File: src/rtl/fpu_pkg.sv
// Shared definitions for the sequential single-precision add/subtract unit.
// Provides the controller state encoding, field widths, the alignment
// saturation limit and the bit positions of the {N,Z,C,V} flag vector.
package fpu_pkg;

    localparam int unsigned EXP_W     = 8;
    localparam int unsigned MAN_W     = 23;
    localparam int unsigned EXP_MAX   = 255;
    // Shifting a 24-bit mantissa 25 places clears it, so longer shifts add nothing.
    localparam int unsigned ALIGN_SAT = 25;

    localparam int unsigned FLAG_N = 3;
    localparam int unsigned FLAG_Z = 2;
    localparam int unsigned FLAG_C = 1;
    localparam int unsigned FLAG_V = 0;

    typedef enum logic [1:0] {
        IDLE,
        ALIGN,
        OP,
        NORM
    } state_t;

endpackage

File: src/rtl/fpu_addsub_seq.sv
// Multi-cycle IEEE-754 single-precision add/subtract with start/done handshake.
// One alignment shift and one normalisation shift per cycle; truncating rounding.
//
// Ports:
//   clk        rising-edge clock
//   reset_n    asynchronous active-low reset
//   start      launch an operation (sampled only while idle)
//   FPUControl 0 = A+B, 1 = A-B
//   A, B       IEEE single operands (exp 0 flushes to zero, exp 255 treated as normal)
//   busy       high while an operation is in flight
//   done       one-cycle pulse when Result/ALUFlags are updated
//   Result     packed result, held between operations
//   ALUFlags   {N,Z,C,V}: sign, zero, inexact, overflow
module fpu_addsub_seq #(
    parameter int unsigned EXP_W = fpu_pkg::EXP_W,
    parameter int unsigned MAN_W = fpu_pkg::MAN_W
) (
    input  logic                   clk,
    input  logic                   reset_n,
    input  logic                   start,
    input  logic                   FPUControl,
    input  logic [EXP_W+MAN_W:0]   A,
    input  logic [EXP_W+MAN_W:0]   B,
    output logic                   busy,
    output logic                   done,
    output logic [EXP_W+MAN_W:0]   Result,
    output logic [3:0]             ALUFlags
);
    import fpu_pkg::*;

    localparam int unsigned W  = 1 + EXP_W + MAN_W;
    localparam int unsigned MW = MAN_W + 1;   // mantissa with hidden bit
    localparam int unsigned SW = MAN_W + 2;   // sum with carry bit
    localparam int unsigned CW = $clog2(ALIGN_SAT + 1);

    localparam logic [EXP_W-1:0] SAT_E      = EXP_W'(ALIGN_SAT);
    localparam logic [CW-1:0]    CNT_SAT    = CW'(ALIGN_SAT);
    localparam logic [CW-1:0]    CNT_ONE    = CW'(1);
    localparam logic [EXP_W:0]   EXPR_ONE   = (EXP_W + 1)'(1);
    // A carry out of this exponent (or above) lands on the reserved code.
    localparam logic [EXP_W:0]   EXPR_OVF_M = (EXP_W + 1)'(EXP_MAX - 1);

    // Operand unpack and magnitude ordering
    logic             sa, sb_eff;
    logic [EXP_W-1:0] ea, eb, el, es, diff;
    logic [MW-1:0]    ma, mb, ml, ms;
    logic             a_ge_b;
    logic [CW-1:0]    dsat;

    always_comb begin
        sa     = A[W-1];
        sb_eff = B[W-1] ^ FPUControl;
        ea     = A[MAN_W +: EXP_W];
        eb     = B[MAN_W +: EXP_W];
        ma     = (ea == '0) ? '0 : {1'b1, A[MAN_W-1:0]};
        mb     = (eb == '0) ? '0 : {1'b1, B[MAN_W-1:0]};
        a_ge_b = ({ea, ma} >= {eb, mb});
        el     = a_ge_b ? ea : eb;
        es     = a_ge_b ? eb : ea;
        ml     = a_ge_b ? ma : mb;
        ms     = a_ge_b ? mb : ma;
        diff   = el - es;
        dsat   = (diff > SAT_E) ? CNT_SAT : diff[CW-1:0];
    end

    // State
    state_t          state_q, state_d;
    logic            sign_q, sign_d;
    logic            sub_q, sub_d;
    logic [MW-1:0]   mant_l_q, mant_l_d;
    logic [MW-1:0]   mant_s_q, mant_s_d;
    logic [CW-1:0]   cnt_q, cnt_d;
    logic [EXP_W:0]  expr_q, expr_d;
    logic [SW-1:0]   sum_q, sum_d;
    logic            sticky_q, sticky_d;
    logic [W-1:0]    result_q, result_d;
    logic [3:0]      flags_q, flags_d;
    logic            done_q, done_d;

    logic            fin;
    logic            fin_ovf;
    logic [W-1:0]    fin_res;

    always_comb begin
        state_d  = state_q;
        sign_d   = sign_q;
        sub_d    = sub_q;
        mant_l_d = mant_l_q;
        mant_s_d = mant_s_q;
        cnt_d    = cnt_q;
        expr_d   = expr_q;
        sum_d    = sum_q;
        sticky_d = sticky_q;
        result_d = result_q;
        flags_d  = flags_q;
        done_d   = 1'b0;
        fin      = 1'b0;
        fin_ovf  = 1'b0;
        fin_res  = '0;

        case (state_q)
            IDLE: begin
                if (start) begin
                    sign_d   = a_ge_b ? sa : sb_eff;
                    sub_d    = sa ^ sb_eff;
                    mant_l_d = ml;
                    mant_s_d = ms;
                    expr_d   = {1'b0, el};
                    cnt_d    = dsat;
                    sticky_d = 1'b0;
                    state_d  = (dsat != '0) ? ALIGN : OP;
                end
            end
            ALIGN: begin
                mant_s_d = mant_s_q >> 1;
                sticky_d = sticky_q | mant_s_q[0];
                cnt_d    = cnt_q - CNT_ONE;
                if (cnt_q == CNT_ONE) begin
                    state_d = OP;
                end
            end
            OP: begin
                // Ordering guarantees L >= S, so the difference never goes negative.
                sum_d   = sub_q ? ({1'b0, mant_l_q} - {1'b0, mant_s_q})
                                : ({1'b0, mant_l_q} + {1'b0, mant_s_q});
                state_d = NORM;
            end
            NORM: begin
                if (sum_q == '0) begin
                    fin = 1'b1;
                end else if (sum_q[SW-1]) begin
                    sum_d    = sum_q >> 1;
                    sticky_d = sticky_q | sum_q[0];
                    expr_d   = expr_q + EXPR_ONE;
                    if (expr_q >= EXPR_OVF_M) begin
                        fin     = 1'b1;
                        fin_ovf = 1'b1;
                        fin_res = {sign_q, {EXP_W{1'b1}}, {MAN_W{1'b0}}};
                    end
                end else if (!sum_q[SW-2]) begin
                    sum_d  = sum_q << 1;
                    expr_d = expr_q - EXPR_ONE;
                    // Exponent hitting zero flushes the result to +0.
                    if (expr_q <= EXPR_ONE) begin
                        fin = 1'b1;
                    end
                end else begin
                    fin     = 1'b1;
                    fin_res = {sign_q, expr_q[EXP_W-1:0], sum_q[MAN_W-1:0]};
                end
            end
            default: state_d = IDLE;
        endcase

        if (fin) begin
            state_d          = IDLE;
            done_d           = 1'b1;
            result_d         = fin_res;
            flags_d[FLAG_N]  = fin_res[W-1];
            flags_d[FLAG_Z]  = (fin_res[W-2:0] == '0);
            flags_d[FLAG_C]  = sticky_d;
            flags_d[FLAG_V]  = fin_ovf;
        end
    end

    always_ff @(posedge clk or negedge reset_n) begin
        if (!reset_n) begin
            state_q  <= IDLE;
            sign_q   <= 1'b0;
            sub_q    <= 1'b0;
            mant_l_q <= '0;
            mant_s_q <= '0;
            cnt_q    <= '0;
            expr_q   <= '0;
            sum_q    <= '0;
            sticky_q <= 1'b0;
            result_q <= '0;
            flags_q  <= '0;
            done_q   <= 1'b0;
        end else begin
            state_q  <= state_d;
            sign_q   <= sign_d;
            sub_q    <= sub_d;
            mant_l_q <= mant_l_d;
            mant_s_q <= mant_s_d;
            cnt_q    <= cnt_d;
            expr_q   <= expr_d;
            sum_q    <= sum_d;
            sticky_q <= sticky_d;
            result_q <= result_d;
            flags_q  <= flags_d;
            done_q   <= done_d;
        end
    end

    assign busy     = (state_q != IDLE);
    assign done     = done_q;
    assign Result   = result_q;
    assign ALUFlags = flags_q;

endmodule

File: config.mk
export PLATFORM = sky130hd
export DESIGN_NAME = fpu_addsub_seq
export DESIGN_NICKNAME = d
export VERILOG_FILES = /design/src/rtl/fpu_pkg.sv /design/src/rtl/fpu_addsub_seq.sv
export SDC_FILE = /design/constraint.sdc
export NUM_CORES = 1
export LEC_CHECK = 0
export CAP_MARGIN = 20
export CORE_MARGIN = 2
export CORE_UTILIZATION = 35
export DETAILED_ROUTE_END_ITERATION = 12
export SLEW_MARGIN = 10
export SYNTH_ARGS = -nofsm -noshare
export SYNTH_HDL_FRONTEND = slang
export SYNTH_SLANG_ARGS = --single-unit
File: constraint.sdc
create_clock -name clk -period 4.1 [get_ports clk]
set_input_delay 0.41 -clock clk [delete_from_list [all_inputs] [get_ports clk]]
set_output_delay 0.41 -clock clk [all_outputs]
set_load 0.01 [all_outputs]
==> metrics.yaml, run 1 <==
drive_gt1_share_pct: 18.97
drc: 0
die_x_um: 168.0
antenna_found_initial: 1
area.growth.synth_to_final_pct: 37.13
hold_class: "reg2reg"
h-tree-depth: 4
finish.utilization_pct: 48.44
placeableCoreArea_mm2: 0.02665
holdPathStages: 2
dp_hpwl_um: 20610
dr.pass1.iters: 6
cpPeakStageDelay_ns: 0.56
crit_required_ns: 4.46
die_h_um: 168.0
crit_family: "compound AO/OA/AOI/OAI gates"
start_kind: "primary input"
crit_slowest_cell: "or4b_4"
wirelength_um: 27740
end_kind: "flop"
synth_ff_type: "dfrtp_1"
whs_endpoint: "Result[30]$_DFFE_PN0P_"
slew_headroom_pct: 47.12
maxSlewViolCount: 0
cap_violations: 0
violations: "negative setup slack"
fp-row-count: 60
r2r-start: "mant_s_q[8]$_DFFE_PN0P_"
tns_ns: -0.04109
grt_pass1_vias: 8781
clock_latency_ns: 0.43
globalplace.congestion: 0.8637
synth_seq_cells: 128
grt_max_degree: 83
synth_warnings: 0
fin_cells: 1754
cts.sinks: 128
ff2ff_setup_slack_ns: 0.33
crit_buf_inv: 2
p_leak_uw: 0.005715
tightestPinTransition_ns: 0.7931
nets: 1537
ios: 106
power_density_mw_per_mm2: 782.2
initial_core_util_pct: 35.32
vias_per_cell: 5.274
path_class: "in2reg"
clkTransAtPathRegs_ns: 0.06
syn_area_mm2: 0.009414
dieArea_mm2: 0.02823
post_drt_wl_per_cell_um: 15.82
cts_buffers: 17
yosysSeqAreaShare_pct: 34.02
design_area_mm2: 0.01291
worstHoldStart: "Result[30]$_DFFE_PN0P_"
synth_cell_types: 67
clk_path_buf_depth: 2
place_ws_ns: -0.9276
syn_nets: 1329
async_flop_share_pct: 100.0
fin_crit_sh_pct: 100.7
synth-edff-count: 0
clock_skew_ns: 0.01144
grtUsageTotal_pct: 19.91
dpl.cell_count: 1697
drt_iter0_markers: 689
ir_worst_vdd_mv: 0.3730
crit_fanout: 4
multi_input_area_mm2: 0.006230
grt_overflow: 0
max_freq_mhz: 242.1
cts_tree: "built"
final.setup.worst_slack_ns: -0.03002
antennaDiodeCount: 0
placed_area_mm2: 0.01164
syn_avg_cell_area_um2: 7.891
grt_pass1_wl_um: 45750
setup_viol: 2
fill_cells: 2567
rsz0062_at_grt: "yes"
portBuffers: 105
synth_cells: 1193
worst-r2r-cell-count: 17
clockRootBuffer: "clkbuf_16"
vias: 9251
status: "finished, violations left"
critical_path_arrival_ns: 4.49
hold_violations: 0
seqCellArea_mm2: 0.003203
antenna_left: 0
fin_crit_ns: 4.130
rr_endpoint: "sum_q[23]$_DFFE_PN0P_"
cp_cell_sequence: "dlygate4sd2_1, nor4_4, nand2_4, and2_4, ha_4, nand2b_4, a21oi_2, o21ai_1, a2111o_1, buf_6, and3b_1, o31a_1, o41a_1, or4b_4, o311ai_4, o211a_1"
-- power by group --
group          internal, uW  switching [uW]  total [uW]
clock                   847             566        1410
sequential             1870             653        2520
combinational          2850            3310        6160
total                  5570            4530       10100
-- through the flow --
step	hold slack, ns	total power, uW
3_5_place_dp	0.4727	8531
5_1_grt	0.5081	11080
4_1_cts	0.2169	10060
6_report	0.4764	10100
3_3_place_gp	0.4645	8411
2_1_floorplan	0.1144	6626
-- placed cells by master, fill, tap and decap left out, types with 6 or more instances in the layout --
master,n
a211oi_1,8
a21o_1,16
a21oi_1,121
a222oi_1,13
a22o_1,26
a31oi_1,10
and2_1,23
and2_4,8
and3_1,6
buf_4,152
buf_6,7
clkbuf_16,17
clkdlybuf4s50_1,88
dfrtp_1,128
ha_1,58
ha_4,8
inv_1,36
mux2i_1,6
nand2_1,157
nand3_1,12
nand4_1,8
nor2_1,110
nor2b_1,6
nor3_1,28
nor4_1,12
o21ai_0,118
o22ai_1,29
o31ai_1,6
or3_1,8
xnor2_1,35
xor2_1,12
-- layout make-up --
cell class | count | share of cell area (%)
Clock buffer | 19 | 3.431
Sequential cell | 128 | 24.81
Timing Repair Buffer | 266 | 18.25
Inverter | 37 | 1.076
Multi-Input combinational cell | 951 | 48.26
Clock inverter | 12 | 0.8723
Tap cell | 341 | 3.305
-- worst max-delay path by stage --
| stage | startpoint | to | slack [ns] | depth (start not counted) |
|---|---|---|---|---|
| 6_report | B[23] | state_q[1]$_DFFE_PN0P_ | -0.03 | 16 |
| 5_1_grt | B[29] | state_q[1]$_DFFE_PN0P_ | -0.15 | 17 |
| 4_1_cts | A[28] | state_q[1]$_DFFE_PN0P_ | 0.003 | 17 |
| 3_5_place_dp | A[28] | state_q[1]$_DFFE_PN0P_ | -0.93 | 18 |
| 3_3_place_gp | A[28] | state_q[1]$_DFFE_PN0P_ | -0.85 | 18 |
| 2_1_floorplan | A[25] | state_q[1]$_DFFE_PN0P_ | 0.04 | 15 |
-- cell families after synthesis --
logic type	after synthesis	share of synthesized area, %
compound gates	414	27.21
xor+xnor	47	4.373
fa+ha+maj	68	9.117
buf+inv	114	4.652
flops	128	34.02
mux	7	0.7576
simple gates	415	19.87
-- worst register-to-register path, delay by kind of cell (launching register included) --
family / cells / cell delay, ns
flops: 1 / 0.42
compound gates: 6 / 1.21
xor+xnor: 2 / 0.31
simple gates: 7 / 1.15
buf+inv: 1 / 0.18
fa+ha+maj: 1 / 0.37
-- synth_stat cells (5+ instances only) --
library cell | n | area (um2)
a211oi_1 | 10 | 75.07
and3_1 | 6 | 37.54
nand2_1 | 166 | 623.1
clkbuf_1 | 65 | 244.0
or3_1 | 8 | 50.05
o21ai_0 | 122 | 610.6
nand4_1 | 8 | 50.05
ha_1 | 67 | 838.3
a22o_1 | 26 | 227.7
o31ai_1 | 9 | 67.56
nor3_1 | 31 | 155.2
nor2_1 | 110 | 412.9
nand2b_1 | 6 | 37.54
and2_1 | 31 | 193.9
a222oi_1 | 13 | 130.1
mux2i_1 | 6 | 60.06
nor4_1 | 17 | 106.4
buf_1 | 8 | 30.03
a221oi_1 | 6 | 52.55
xor2_1 | 12 | 105.1
nand3_1 | 14 | 70.07
a31oi_1 | 11 | 68.82
a21oi_1 | 127 | 635.6
inv_1 | 36 | 135.1
xnor2_1 | 35 | 306.5
nor2b_1 | 6 | 37.54
a21o_1 | 17 | 127.6
o21a_1 | 5 | 37.54
o22ai_1 | 29 | 181.4
dfrtp_1 | 128 | 3203
-- state kept, by name (all words and copies together), names as in the netlist --
register and count:
expr_q 9, state_q 2, done 1, mant_l_q 24, Result 32, ALUFlags 3, sum_q 25, mant_s_q 24
cnt_q 5, sticky_q 1, sign_q 1, sub_q 1
-- metal layers --
layer / wire [um] / share of wire [%] / track usage [%]
met5: 0 / 0 / 0
met1: 14190 / 51 / 29.96
met3: 1290 / 4.7 / 3.079
met2: 12090 / 44 / 30.18
met4: 169 / 0.61 / 4.045
-- repair_timing --
item | 4_1_cts | 5_1_grt
cloned | 4 | 0
setup endpoints to repair | 7 | 10
hold buffers | 0 | 1
buffers inserted | 12 | 8
gates resized for setup | 103 | 39
hold endpoints to repair | 0 | 31
pin swaps | 37 | 32
Power figures use the tool's default switching activity.
==> inputs of run 2 (changes only) <==
--- a/config.mk
+++ b/config.mk
@@ -8,6 +8,7 @@
 export CAP_MARGIN = 20
 export CORE_MARGIN = 2
 export CORE_UTILIZATION = 35
+export CTS_CLUSTER_DIAMETER = 50
 export DETAILED_ROUTE_END_ITERATION = 12
 export SLEW_MARGIN = 10
 export SYNTH_ARGS = -nofsm -noshare
==> results of run 2 <==
Same layout as run 1: the final DEF is identical, and so are final timing and power.
